==> config.mk <==
export PLATFORM = sky130hd
export DESIGN_NAME = subckt_bist_driver
export DESIGN_NICKNAME = d
export VERILOG_FILES = /design/src/rtl/subckt_bist_driver.sv
export SDC_FILE = /design/constraint.sdc
export NUM_CORES = 1
export LEC_CHECK = 0
export CORE_ASPECT_RATIO = 0.6
export CORE_MARGIN = 2
export CORE_UTILIZATION = 40
export DETAILED_ROUTE_END_ITERATION = 10
export PLACE_DENSITY = 0.58
export SLEW_MARGIN = 20
export SYNTH_ARGS = -nofsm -noshare
export SYNTH_HDL_FRONTEND = slang
export SYNTH_SLANG_ARGS = --single-unit
==> constraint.sdc <==
create_clock -name I1470_clk -period 3.1 [get_ports I1470_clk]
set_input_delay 0.465 -clock I1470_clk [delete_from_list [all_inputs] [get_ports I1470_clk]]
set_output_delay 0.465 -clock I1470_clk [all_outputs]
set_load 0.03 [all_outputs]
==> src/rtl/subckt_bist_driver.sv <==
// BIST driver: LFSR patterns into a 7-input subcircuit, MISR compaction of its response.
// Every output is registered; captures trail the driven pattern by LAT cycles.
module subckt_bist_driver #(
  parameter int          N_PAT  = 127,
  parameter int          LAT    = 2,
  parameter logic [6:0]  SEED   = 7'h01,
  parameter logic [15:0] GOLDEN = 16'h0000
) (
  input  logic        I1470_clk,
  input  logic        I1477_rst,
  input  logic        start,
  input  logic        resp,
  output logic [6:0]  pat,
  output logic        pat_valid,
  output logic        busy,
  output logic        done,
  output logic        pass,
  output logic [15:0] signature
);

  typedef enum logic [1:0] {IDLE, RUN, FLUSH, DONE} state_t;

  state_t      r_state;
  state_t      w_state_nxt;
  logic [6:0]  r_lfsr;
  logic [6:0]  r_cnt;
  logic [6:0]  r_pat;
  logic        r_pat_valid;
  logic        r_busy;
  logic        r_done;
  logic        r_pass;
  logic [15:0] r_misr;
  logic        w_accept;
  logic        w_run_last;
  logic        w_flush_last;
  logic        w_cap;
  logic [15:0] w_misr_nxt;

  function automatic logic [6:0] lfsr_step(input logic [6:0] v);
    return {v[5:0], v[6] ^ v[5]};
  endfunction

  assign w_run_last   = (r_cnt == 7'(N_PAT));
  assign w_flush_last = (r_cnt == 7'(LAT));
  assign w_misr_nxt   = {r_misr[14:0], 1'b0} ^ (r_misr[15] ? 16'h1021 : 16'h0000)
                      ^ {15'b0, resp};

  always_ff @(posedge I1470_clk or negedge I1477_rst) begin
    if (!I1477_rst) r_state <= IDLE;
    else            r_state <= w_state_nxt;
  end

  always_comb begin
    w_state_nxt = r_state;
    w_accept    = 1'b0;
    case (r_state)
      IDLE, DONE: if (start) begin
        w_accept    = 1'b1;
        w_state_nxt = RUN;
      end
      RUN:     if (w_run_last) w_state_nxt = (LAT > 0) ? FLUSH : DONE;
      FLUSH:   if (w_flush_last) w_state_nxt = DONE;
      default: w_state_nxt = IDLE;
    endcase
  end

  // r_cnt counts patterns in RUN, then is reused to count flush cycles
  always_ff @(posedge I1470_clk or negedge I1477_rst) begin
    if (!I1477_rst) begin
      r_lfsr      <= SEED;
      r_cnt       <= '0;
      r_pat       <= '0;
      r_pat_valid <= 1'b0;
      r_busy      <= 1'b0;
      r_done      <= 1'b0;
      r_pass      <= 1'b0;
      r_misr      <= '0;
    end else begin
      if (w_cap) r_misr <= w_misr_nxt;
      if (w_accept) begin
        r_lfsr      <= lfsr_step(SEED);
        r_pat       <= SEED;
        r_pat_valid <= 1'b1;
        r_busy      <= 1'b1;
        r_cnt       <= 7'd1;
        r_misr      <= '0;
        r_done      <= 1'b0;
        r_pass      <= 1'b0;
      end else begin
        case (r_state)
          RUN: begin
            r_lfsr <= lfsr_step(r_lfsr);
            if (w_run_last) begin
              r_pat       <= '0;
              r_pat_valid <= 1'b0;
              r_cnt       <= 7'd1;
              if (LAT == 0) begin
                r_busy <= 1'b0;
                r_done <= 1'b1;
                r_pass <= (w_misr_nxt == GOLDEN);
              end
            end else begin
              r_pat <= r_lfsr;
              r_cnt <= r_cnt + 7'd1;
            end
          end
          FLUSH: begin
            if (w_flush_last) begin
              r_busy <= 1'b0;
              r_done <= 1'b1;
              r_pass <= (w_misr_nxt == GOLDEN);
            end else begin
              r_cnt <= r_cnt + 7'd1;
            end
          end
          default: ;
        endcase
      end
    end
  end

  // The final capture always lands on the edge that enters DONE, hence pass uses w_misr_nxt
  generate
    if (LAT > 0) begin : g_dly
      logic [LAT-1:0] r_dly;
      always_ff @(posedge I1470_clk or negedge I1477_rst) begin
        if (!I1477_rst) begin
          r_dly <= '0;
        end else begin
          r_dly[0] <= r_pat_valid;
          for (int k = 1; k < LAT; k++) r_dly[k] <= r_dly[k-1];
        end
      end
      assign w_cap = r_dly[LAT-1];
    end else begin : g_nodly
      assign w_cap = r_pat_valid;
    end
  endgenerate

  assign pat       = r_pat;
  assign pat_valid = r_pat_valid;
  assign busy      = r_busy;
  assign done      = r_done;
  assign pass      = r_pass;
  assign signature = r_misr;

endmodule

# --- Word-level counts from Yosys, hierarchy flattened ---
# Cells that the tools add are included.
word_totals:
  inputBits: 4
  register_bits: 45
  elab_cells: 66
  out_inout_bits: 27
classes:
  bitwise: 3
  n_eq_ne: 9
  reduce_logical: 13
  n_addsub: 1
  mux: 30
ops:
  columns: ["cell", "n"]
  rows:
  - ["7-bit 2-to-1 mux", 8]
  - ["16-bit 2-to-1 mux", 2]
  - ["16-bit zero test", 1]
  - ["16-bit by 1-bit bitwise XOR with 16-bit output", 1]
  - ["16-bit by 13-bit bitwise XOR with 16-bit output", 1]
  - ["1-bit 2-to-1 mux", 14]
  - ["7-bit one-hot mux with 2 select lines", 1]
  - ["13-bit 2-to-1 mux", 1]
  - ["2-bit nonzero test", 5]
  - ["7-bit by 1-bit adder with 7-bit output (second input constant)", 1]
  - ["7-bit by 2-bit == test with 1-bit output (second input constant)", 1]
  - ["7-bit == test (second input constant)", 1]
  - ["2-bit 2-to-1 mux", 3]
  - ["2-bit inequality test (second input constant)", 3]
  - ["2-bit one-hot mux with 3 select lines", 1]
  - ["2-bit AND reduction", 3]
  - ["2-bit == test (second input constant)", 2]
  - ["3-bit inequality test (second input constant)", 1]
  - ["3-bit AND reduction", 1]
  - ["3-bit nonzero test", 1]
  - ["2-bit by 1-bit == test with 1-bit output (second input constant)", 1]
  - ["2-bit zero test", 1]
  - ["2-bit OR reduction", 1]
  - ["1-bit bitwise XOR", 1]

# --- Longest topological paths before layout ---
# Gate-level depths: netlist of run 1.
logic_depth:
  ltp_word: 7
  mapped_depth: 8
  mapped_depth_nobuf: 6

# --- Worst setup path before layout of run 1 ---
# No wires, ideal clock.
synth_timing:
  kind: "register to register"
  startpoint: "register r_misr[15] (netlist: signature[15])"
  endpoint: "register r_pass (netlist: pass)"
  required_ns: 3.027
  setup_slack_ns: 1.274
  path_stages_with_launch: 5
  path_buffers: 1
  setup_time_ns: 0.073
  synth_period_minus_slack_ns: 1.826
  arrival_ns: 1.753
  cell_sequence: "dfrtp_1 -> clkbuf_1 -> or4_2 -> a211o_1 -> a21oi_2"
synth_via:
  elab_chain_cells: 7
synth_lines:
  columns: ["item", "line", "rtl"]
  rows:
  - ["start, declared", "32", "logic [15:0] r_misr;"]
  - ["start signal, assigned", "79", "if (w_cap) r_misr <= w_misr_nxt;"]
  - ["13-bit 2-to-1 mux", "45", "assign w_misr_nxt = {r_misr[14:0], 1'b0} ^ (r_misr[15] ? 16'h1021 : 16'h0000)"]
  - ["16-bit by 13-bit bitwise XOR with 16-bit output", "45", null]
  - ["16-bit by 1-bit bitwise XOR with 16-bit output", "46", "^ {15'b0, resp};"]
  - ["16-bit zero test", "111", "r_pass <= (w_misr_nxt == GOLDEN);"]
  - ["1-bit 2-to-1 mux", "108", "if (w_flush_last) begin"]
  - ["1-bit 2-to-1 mux", "90", "case (r_state)"]
  - ["1-bit 2-to-1 mux", "80", "if (w_accept) begin"]
  - ["end signal, assigned", "100", "r_pass <= (w_misr_nxt == GOLDEN);"]
  - ["end signal, assigned", "111", null]
  - ["end, declared", "31", "logic r_pass;"]
# Every way passes these cells. The select of a mux whose other input is x is not followed.
# A chain may end at the register's enable or synchronous reset.

# --- Final worst setup path of run 1 ---
layout_timing:
  startpoint: "register r_state[1]"
  endpoint: "register r_cnt[2]"
layout_via:
  elab_chain_cells: 5
  word_cells_on_any_way: 11
  classes_between: "4 x eq/ne; 3 x mux; 4 x reduce/logical"
layout_lines:
  columns: ["item", "line", "rtl"]
  rows:
  - ["start, declared", "23", "state_t r_state;"]
  - ["start signal, assigned", "50", "else r_state <= w_state_nxt;"]
  - ["2-bit == test / 2-bit zero test (equally long branches)", "56", "case (r_state)"]
  - ["2-bit OR reduction", "56", null]
  - ["1-bit 2-to-1 mux", "56", null]
  - ["3-bit inequality test (no line) / 3-bit nonzero test (equally long branches)", null, null]
  - ["2-bit AND reduction (no line)", null, null]
  - ["end signal, assigned", "104", "r_cnt <= r_cnt + 7'd1;"]
  - ["end signal, assigned", "113", "r_cnt <= r_cnt + 7'd1;"]
  - ["end, declared", "26", "logic [6:0] r_cnt;"]
# Several ways; a longest one is shown, not always the timed one.

==> impl_metrics.yaml, run 1 <==
global_route:
  grt_util_met1_pct: 20.5
  grt_pass1_wl_mm: 7.20
  grt_use_met3_pct: 3.98
  grt_overflow_total: 0
  grt_max_degree: 46
  grt_pass1_vias: 1504
  antenna_found_initial: 0
  grtUsageMet2_pct: 26.9
  grt.busiest_layer: "met2"
  grt_usage_pct: 16.0
synthesis:
  syn_nets: 198
  yosys_register_bits: 45
  yosysTopAreaCellShare_pct: 52.9
  synth.distinct_cells: 44
  avgSynthCellArea_sq_um: 11.0
  synth_cells: 189
  synth_ff_type: "dfrtp_1"
  ys_seq_area_share_pct: 54.2
  synth_top_cell_by_area: "dfrtp_1"
  synthAdderAreaFrac_pct: 3.01
  synth_edf_count: 0
  synth_top_family_by_area: "simple AND/OR/NAND/NOR gates"
  syn-cell-area_sq_um: 2080
  synthSimpleGateAreaFrac_pct: 15.4
  synthXorXnorAreaFrac_pct: 1.68
  muxShareOfSynthArea_pct: 9.62
  ys_warn_count: 0
  synth_compound_area_share_pct: 12.7
  synth_area_leaders: "dfrtp_1 53%, mux2i_1 9.6%, nor2_1 5.2%"
  async_reset_ff_share_pct: 100
pwr:
  comb_power_share_pct: 46.1
  switchingPower_mw: 1.01
  intPower_mw: 1.38
  sw_frac_of_total_pct: 42.1
  pwr_density_cell_nw_per_um2: 949
  p_seq_share_pct: 38.2
  ir_worst_vdd_mv: 0.414
  p_total_mw: 2.39
  power_frac_clock_pct: 15.7
  leakagePower_nw: 1.19
clock_network:
  cts_buffer_depth: 2
  post_cts_buffers: 0
  cts_resized: 0
  cts_buffers: 5
  cts_sinks: 45
  cts_root_buffer: "clkbuf_8"
  cts_tree: "yes"
  htree_levels: 2
  postCtsHoldBufs: 0
  insertion_delay_ps: 290
  clkTransAtPathRegs_ps: 80
worst_setup_path:
  crit_family: "compound AO/OA/AOI/OAI gates"
  r2r_end: "r_cnt[2]$_DFFE_PN0P_"
  critPathKind: "reg2reg"
  cp_cell_sequence: "inv_1 -> ha_1 -> clkinv_1 -> o41a_1 -> or4b_2 -> nand2_1"
  regToRegStartpoint: "r_state[1]$_DFFE_PN0P_"
  required_ps: 3280
  start_kind: "flip-flop"
  rrSetupSlack_ps: 850
  end_kind: "flip-flop"
  rr_worst_depth: 6
  critPathArrivalTime_ps: 2430
  cp_num_buf_inv: 2
  critPathMaxFanout: 12
  slowest_delay_ps: 530
  cp_slowest_cell: "o41a_1"
placement:
  placed_cells: 277
  dp_slack_ps: 868
  hpwl_mm: 2.95
  place_area_sq_um: 2420
  portBuffers: 30
  place_congestion: 0.800
floorplan:
  dieHeight_microns: 59.9
  initial_utilization_pct: 41.4
  core.rowCount: 20
  die_w_microns: 97.1
  dieArea_sq_um: 5810
  core_area_sq_um: 5030
  io_pins: 31
cells_and_area:
  final_common_cell: "dfrtp_1"
  nets: 227
  final_core_util_pct: 50.1
  layout_common_cells: "44 x dfrtp_1, 29 x nor2_1, 29 x clkdlybuf4s50_1"
  fill_cells: 454
  diodes: 0
  final_cells: 285
  area_growth_pct: 21.1
  final_area_sq_um: 2520
  drive_gt1_share_pct: 9.13
detailed_routing:
  postRouteAntennaNets: 0
  drtPass1Iterations: 4
  wire_per_inst_microns: 14.7
  via_count: 1537
  viasPerCell: 5.39
  drc: 0
  first_iter_violations: 86
  wl_mm: 4.20
sta:
  final.setup.tns_ps: 0
  clock_skew_ps: 6.24
  hold_viol: 0
  period_share_pct: 72.6
  fmax_mhz: 445
  setup_viol: 0
  min_period_ps: 2250
  finalHoldWorstSlack_ps: 160
  slew_violations: 0
  tightest_slew_ps: 837
  rsz0062_at_grt: "false"
  fin_ws_ps: 851
  slew_headroom_pct: 44.2
hold_path:
  hold_class: "in2async"
status:
  status: "complete, no violations"
run:
  drv_cap: 0
[state kept, by name, indices dropped and copies added, names as in the netlist]
register and count:
pat 7, r_lfsr 7, busy 1, r_cnt 7
pass 1, done 1, g_dly.r_dly 2, pat_valid 1
signature 16, r_state 2
[logic make-up after synthesis]
family / after synthesis
adder cells (fa/ha/maj): 5
AND/OR/NAND/NOR: 66
flip-flops: 45
buffers and inverters: 16
XOR/XNOR: 4
multiplexers: 20
AO/OA/AOI/OAI: 33
[power groups by stage]
stage,Combinational (mW),Sequential [mW],Clock [mW]
3_3_place_gp,1.08,0.913,0
4_1_cts,1.12,0.912,0.389
2_1_floorplan,0.611,1.08,0
5_1_grt,1.21,0.938,0.421
3_5_place_dp,1.11,0.923,0
6_report,1.10,0.913,0.376
[final cells by class]
cell class                 count  area [sq um]  area share (%)
clock inverter                 2          13.8           0.546
tap                           66          82.6            3.28
timing repair buffer          31           305            12.1
sequential                    45          1130            44.7
inverter                       7          26.3            1.04
multi-input combinational    128           882            35.0
clock buffer                   6          82.6            3.28
[Yosys cell counts (3+ instances only)]
cell	count
inv_1	6
nand3_1	6
or3_1	3
nor2_1	29
dfrtp_1	44
buf_2	3
a211oi_1	4
a21oi_1	3
mux2i_1	20
nand2_1	10
o21ai_1	3
a22oi_1	6
ha_1	5
o21ai_0	3
xnor2_1	4
nor4_1	3
clkbuf_1	4
[metal layers]
layer / wire (microns) / share of wire [%] / up-vias
met2: 1930 / 46 / 34
li1: - / - / 733
met3: 167 / 4.0 / 7
met1: 2060 / 49 / 763
met4: 47 / 1.1 / 0
met5: 0 / 0 / -
[worst max-delay path by stage]
| stage | from | end | slack (ps) | cells after the start |
|---|---|---|---|---|
| floorplan | signature[15]$_DFFE_PN0P_ | pass$_DFFE_PN0P_ | 1270 | 4 |
| global placement | r_state[1]$_DFFE_PN0P_ | r_cnt[2]$_DFFE_PN0P_ | 910 | 6 |
| detailed placement | r_state[1]$_DFFE_PN0P_ | r_cnt[2]$_DFFE_PN0P_ | 870 | 6 |
| CTS | r_state[1]$_DFFE_PN0P_ | r_cnt[2]$_DFFE_PN0P_ | 850 | 6 |
| global route | r_state[1]$_DFFE_PN0P_ | r_cnt[2]$_DFFE_PN0P_ | 640 | 6 |
| finish | r_state[1]$_DFFE_PN0P_ | r_cnt[2]$_DFFE_PN0P_ | 850 | 6 |
Note: power is estimated with default switching activity, not from simulation.
==> run 2: changes to the inputs <==
- PLACE_DENSITY: 0.58 -> 0.6
- clock period: 3.1 -> 1.8 ns (I/O delays scaled with it)
==> impl_metrics.yaml, run 2 (synthesis results as in run 1) <==
status:
  status: "complete, no violations"
sta:
  period_share_pct: 97.8
  fmax_mhz: 568
  finalHoldWorstSlack_ps: 20.7
  rsz0062_at_grt: "true"
  clock_skew_ps: 3.51
  slew_violations: 0
  setup_viol: 0
  tightest_slew_ps: 553
  slew_headroom_pct: 63.1
  min_period_ps: 1760
  hold_viol: 0
clock_network:
  cts_sinks: 45
  insertion_delay_ps: 300
  cts_buffer_depth: 2
  cts_root_buffer: "clkbuf_8"
  htree_levels: 2
  clkTransAtPathRegs_ps: 90
  cts_buffers: 5
  cts_tree: "yes"
global_route:
  grt_util_met1_pct: 23.0
  grt_pass1_wl_mm: 7.70
  grtUsageMet2_pct: 27.2
  grt_use_met3_pct: 4.09
  grt_max_degree: 46
  antenna_found_initial: 0
  grt_overflow_total: 0
  grt_usage_pct: 17.0
  grt.busiest_layer: "met2"
  grt_pass1_vias: 1582
cells_and_area:
  layout_common_cells: "43 x dfrtp_1, 29 x nor2_1, 28 x clkdlybuf4s50_1"
  area_growth_pct: 31.4
  nets: 247
  final_core_util_pct: 54.4
  final_common_cell: "dfrtp_1"
  diodes: 0
  largest_register_ffs: 16
  drive_gt1_share_pct: 19.7
run:
  drv_cap: 0
detailed_routing:
  wire_per_inst_microns: 15.0
  postRouteAntennaNets: 0
  drtPass1Iterations: 4
  viasPerCell: 5.22
  via_count: 1592
  first_iter_violations: 76
  drc: 0
  wl_mm: 4.57
floorplan:
  die_w_microns: 97.1
  io_pins: 31
  core_area_sq_um: 5030
  initial_utilization_pct: 41.4
  core.rowCount: 20
  dieHeight_microns: 59.9
  dieArea_sq_um: 5810
worst_setup_path:
  required_ps: 2040
  end_kind: "flip-flop"
  critPathArrivalTime_ps: 2000
  rr_worst_depth: 6
  critPathMaxFanout: 5
  start_kind: "flip-flop"
  critPathKind: "reg2reg"
pwr:
  pwr_density_cell_nw_per_um2: 1670
  leakagePower_nw: 1.30
  ir_worst_vdd_mv: 0.806
  p_total_mw: 4.56
placement:
  hpwl_mm: 3.15
  place_congestion: 0.799
  portBuffers: 30
hold_path:
  hold_class: "in2async"
==> run 2: cell types whose count changed in the layout (fill, tap and decap cells not counted), sizes merged <==
cell / delta
clkdlybuf4s50: -1
dlymetal6s2s: +1
buf: +20
==> run 2: worst max-delay path, stage by stage, from the launching register on <==
cell and delay (ps):
dfrtp_1 420, inv_1 150, ha_4 180, nor2b_4 160
a2111oi_4 70, or4b_2 620, nand2_1 100
==> run 2: per-stage QoR <==
| stage | instances | TNS, ps | cell area (sq um) | worst slack [ps] |
|---|---|---|---|---|
| after floorplan | 189 | -5.69 | 2080 | -5.69 |
| after global placement | 294 | 0 | 2560 | 12.2 |
| after detailed placement | 294 | -111 | 2560 | -54.6 |
| after CTS | 302 | -9.49 | 2680 | -9.49 |
| after global routing | 305 | -49.7 | 2740 | -32.2 |
| final | 305 | 0 | 2740 | 39.0 |
==> run 2: where the power goes <==
| part | internal (mW) | switching, mW | leakage, nW | total [mW] |
|---|---|---|---|---|
| combinational | 1.08 | 1.24 | 0.675 | 2.33 |
| sequential | 1.31 | 0.260 | 0.574 | 1.57 |
| clock | 0.312 | 0.361 | 0.0512 | 0.673 |
| total | 2.70 | 1.87 | 1.30 | 4.56 |
==> run 2: path summary, 6_finish.rpt <==
path                                     startpoint                        to  slack [ps]
max                          r_state[1]$_DFFE_PN0P_      r_cnt[2]$_DFFE_PN0P_          40
min reg2reg                g_dly.r_dly[0]$_DFF_PN0_  g_dly.r_dly[1]$_DFF_PN0_         350
max reg2reg                  r_state[1]$_DFFE_PN0P_      r_cnt[2]$_DFFE_PN0P_          40
max in group asynchronous                 I1477_rst      r_cnt[6]$_DFFE_PN0P_        1360
min                                       I1477_rst      r_cnt[1]$_DFFE_PN0P_          20
min in group I1470_clk     g_dly.r_dly[0]$_DFF_PN0_  g_dly.r_dly[1]$_DFF_PN0_         350
==> run 2: final cells by class <==
class / count / area [sq um]
repair buffers: 51 / 472
clock inverters: 2 / 13.8
clock buffers: 6 / 82.6
inverters: 7 / 26.3
flip-flops and latches: 45 / 1130
multi-input cells: 128 / 930
well taps: 66 / 82.6
fillers: 429 / 2290
==> run 2: what timing repair did <==
item | 4_1_cts | 5_1_grt
setup buffers | 0 | 2
pin swaps | 1 | 2
setup endpoints to repair | 6 | 11
hold buffers | 0 | 0
resized for setup | 5 | 10
gates cloned | 0 | 1
==> run 2: metal layers <==
metal | part of all wire [%] | wire [microns]
met1 | 50 | 2280
met2 | 44 | 2030
met3 | 4.0 | 183
met4 | 1.5 | 70
met5 | 0 | 0
==> run 3: changes to the inputs <==
- PLACE_DENSITY: 0.6 -> 0.58
- clock period: 1.8 -> 1.65 ns (I/O delays scaled with it)
==> impl_metrics.yaml, run 3 (synthesis results as in run 1) <==
detailed_routing:
  first_iter_violations: 40
  viasPerCell: 5.31
  wl_mm: 4.87
  wire_per_inst_microns: 15.2
  postRouteAntennaNets: 0
  drc: 0
  drtPass1Iterations: 4
  via_count: 1700
clock_network:
  insertion_delay_ps: 300
  clkTransAtPathRegs_ps: 90
  cts_buffer_depth: 2
  cts_sinks: 45
  cts_tree: "yes"
  htree_levels: 2
  cts_root_buffer: "clkbuf_8"
  cts_buffers: 5
cells_and_area:
  multiInputGateArea_sq_um: 981
  regArea_sq_um: 1130
  final_cells: 320
  fill_cells: 410
  drive_gt1_share_pct: 28.3
  final_common_cell: "dfrtp_1"
  layout_common_cells: "43 x dfrtp_1, 29 x nor2_1, 29 x buf_4"
  largest_register_ffs: 16
  area_growth_pct: 41.6
  diodes: 0
  nets: 262
placement:
  place_congestion: 0.829
  dp_slack_ps: -274
  hpwl_mm: 3.39
  portBuffers: 30
  placed_cells: 304
global_route:
  grt_pass1_wl_mm: 8.20
  grt_usage_pct: 18.2
  antenna_found_initial: 0
  grt_overflow_total: 0
  grt_pass1_vias: 1638
  grt_max_degree: 37
run:
  drv_cap: 0
sta:
  period_share_pct: 110
  slew_headroom_pct: 69.9
  fmax_mhz: 550
  fin_ws_ps: -168
  setup_viol: 11
  finalHoldWorstSlack_ps: 343
  rsz0062_at_grt: "true"
  tightest_slew_ps: 448
  slew_violations: 0
  clock_skew_ps: 8.04
  final.setup.tns_ps: -1050
  min_period_ps: 1820
  hold_viol: 0
worst_setup_path:
  required_ps: 1880
  rrSetupSlack_ps: -170
  cp_num_buf_inv: 0
  critPathMaxFanout: 3
  end_kind: "flip-flop"
  slowest_delay_ps: 550
  cp_cell_sequence: "or4_4 -> or3_4 -> a211o_1 -> a21oi_2"
  critPathArrivalTime_ps: 2050
  start_kind: "flip-flop"
  critPathKind: "reg2reg"
  cp_slowest_cell: "or4_4"
  crit_family: "simple AND/OR/NAND/NOR gates"
floorplan:
  core_area_sq_um: 5030
  core.rowCount: 20
  dieHeight_microns: 59.9
  initial_utilization_pct: 41.4
  dieArea_sq_um: 5810
  io_pins: 31
  die_w_microns: 97.1
pwr:
  p_total_mw: 5.40
  pwr_density_cell_nw_per_um2: 1830
  ir_worst_vdd_mv: 1.07
  leakagePower_nw: 1.52
status:
  violations: "setup timing"
  status: "complete, but fails checks"
hold_path:
  hold_class: "reg2reg"
-- run 3: area by class of cell --
class	count	share of cell area [%]
clock buffers	7	2.93
clock inverters	1	1.02
inverters	7	0.892
multi-input cells	128	33.3
flip-flops and latches	45	38.3
well taps	66	2.80
repair buffers	66	20.7
-- run 3: path summary, 6_finish.rpt --
kind / start / to / depth (start not counted)
worst min-delay path: g_dly.r_dly[0]$_DFF_PN0_ / g_dly.r_dly[1]$_DFF_PN0_ / 0
worst min register to register: g_dly.r_dly[0]$_DFF_PN0_ / g_dly.r_dly[1]$_DFF_PN0_ / 0
max in group asynchronous: I1477_rst / r_lfsr[0]$_DFFE_PN1P_ / 3
min in group asynchronous: I1477_rst / g_dly.r_dly[1]$_DFF_PN0_ / 2
worst max-delay path: r_cnt[3]$_DFFE_PN0P_ / pass$_DFFE_PN0P_ / 4
worst max register to register: r_cnt[3]$_DFFE_PN0P_ / pass$_DFFE_PN0P_ / 4
-- run 3: metal layers --
metal	vias to the layer above	track usage (%)	wire length, microns
li1	802	-	-
met1	841	24.9	2430
met2	47	29.6	2180
met3	10	3.98	193
met4	0	6.04	63
met5	-	0	0
-- run 3: through the flow --
stage | utilization [%] | instance area (sq um)
after global placement | 53.1 | 2670
after CTS | 56.7 | 2850
after detailed placement | 53.1 | 2670
after global routing | 58.6 | 2950
after floorplan | - | 2120
final | 58.6 | 2950
-- run 3: timing repair --
| action | 4_1_cts | 5_1_grt |
|---|---|---|
| hold buffers | 1 | 0 |
| resized for setup | 20 | 21 |
| endpoints found under the setup margin | 23 | 25 |
| pin swaps | 4 | 4 |
| buffers inserted | 5 | 3 |
| endpoints found under the hold margin | 15 | 0 |
-- run 3: report_power, final --
part / internal [mW] / total, mW / leakage, nW / switching [mW]
Clock: 0.494 / 0.873 / 0.0585 / 0.379
Combinational: 1.33 / 2.82 / 0.884 / 1.49
Sequential: 1.43 / 1.71 / 0.574 / 0.285
Total: 3.25 / 5.40 / 1.52 / 2.15
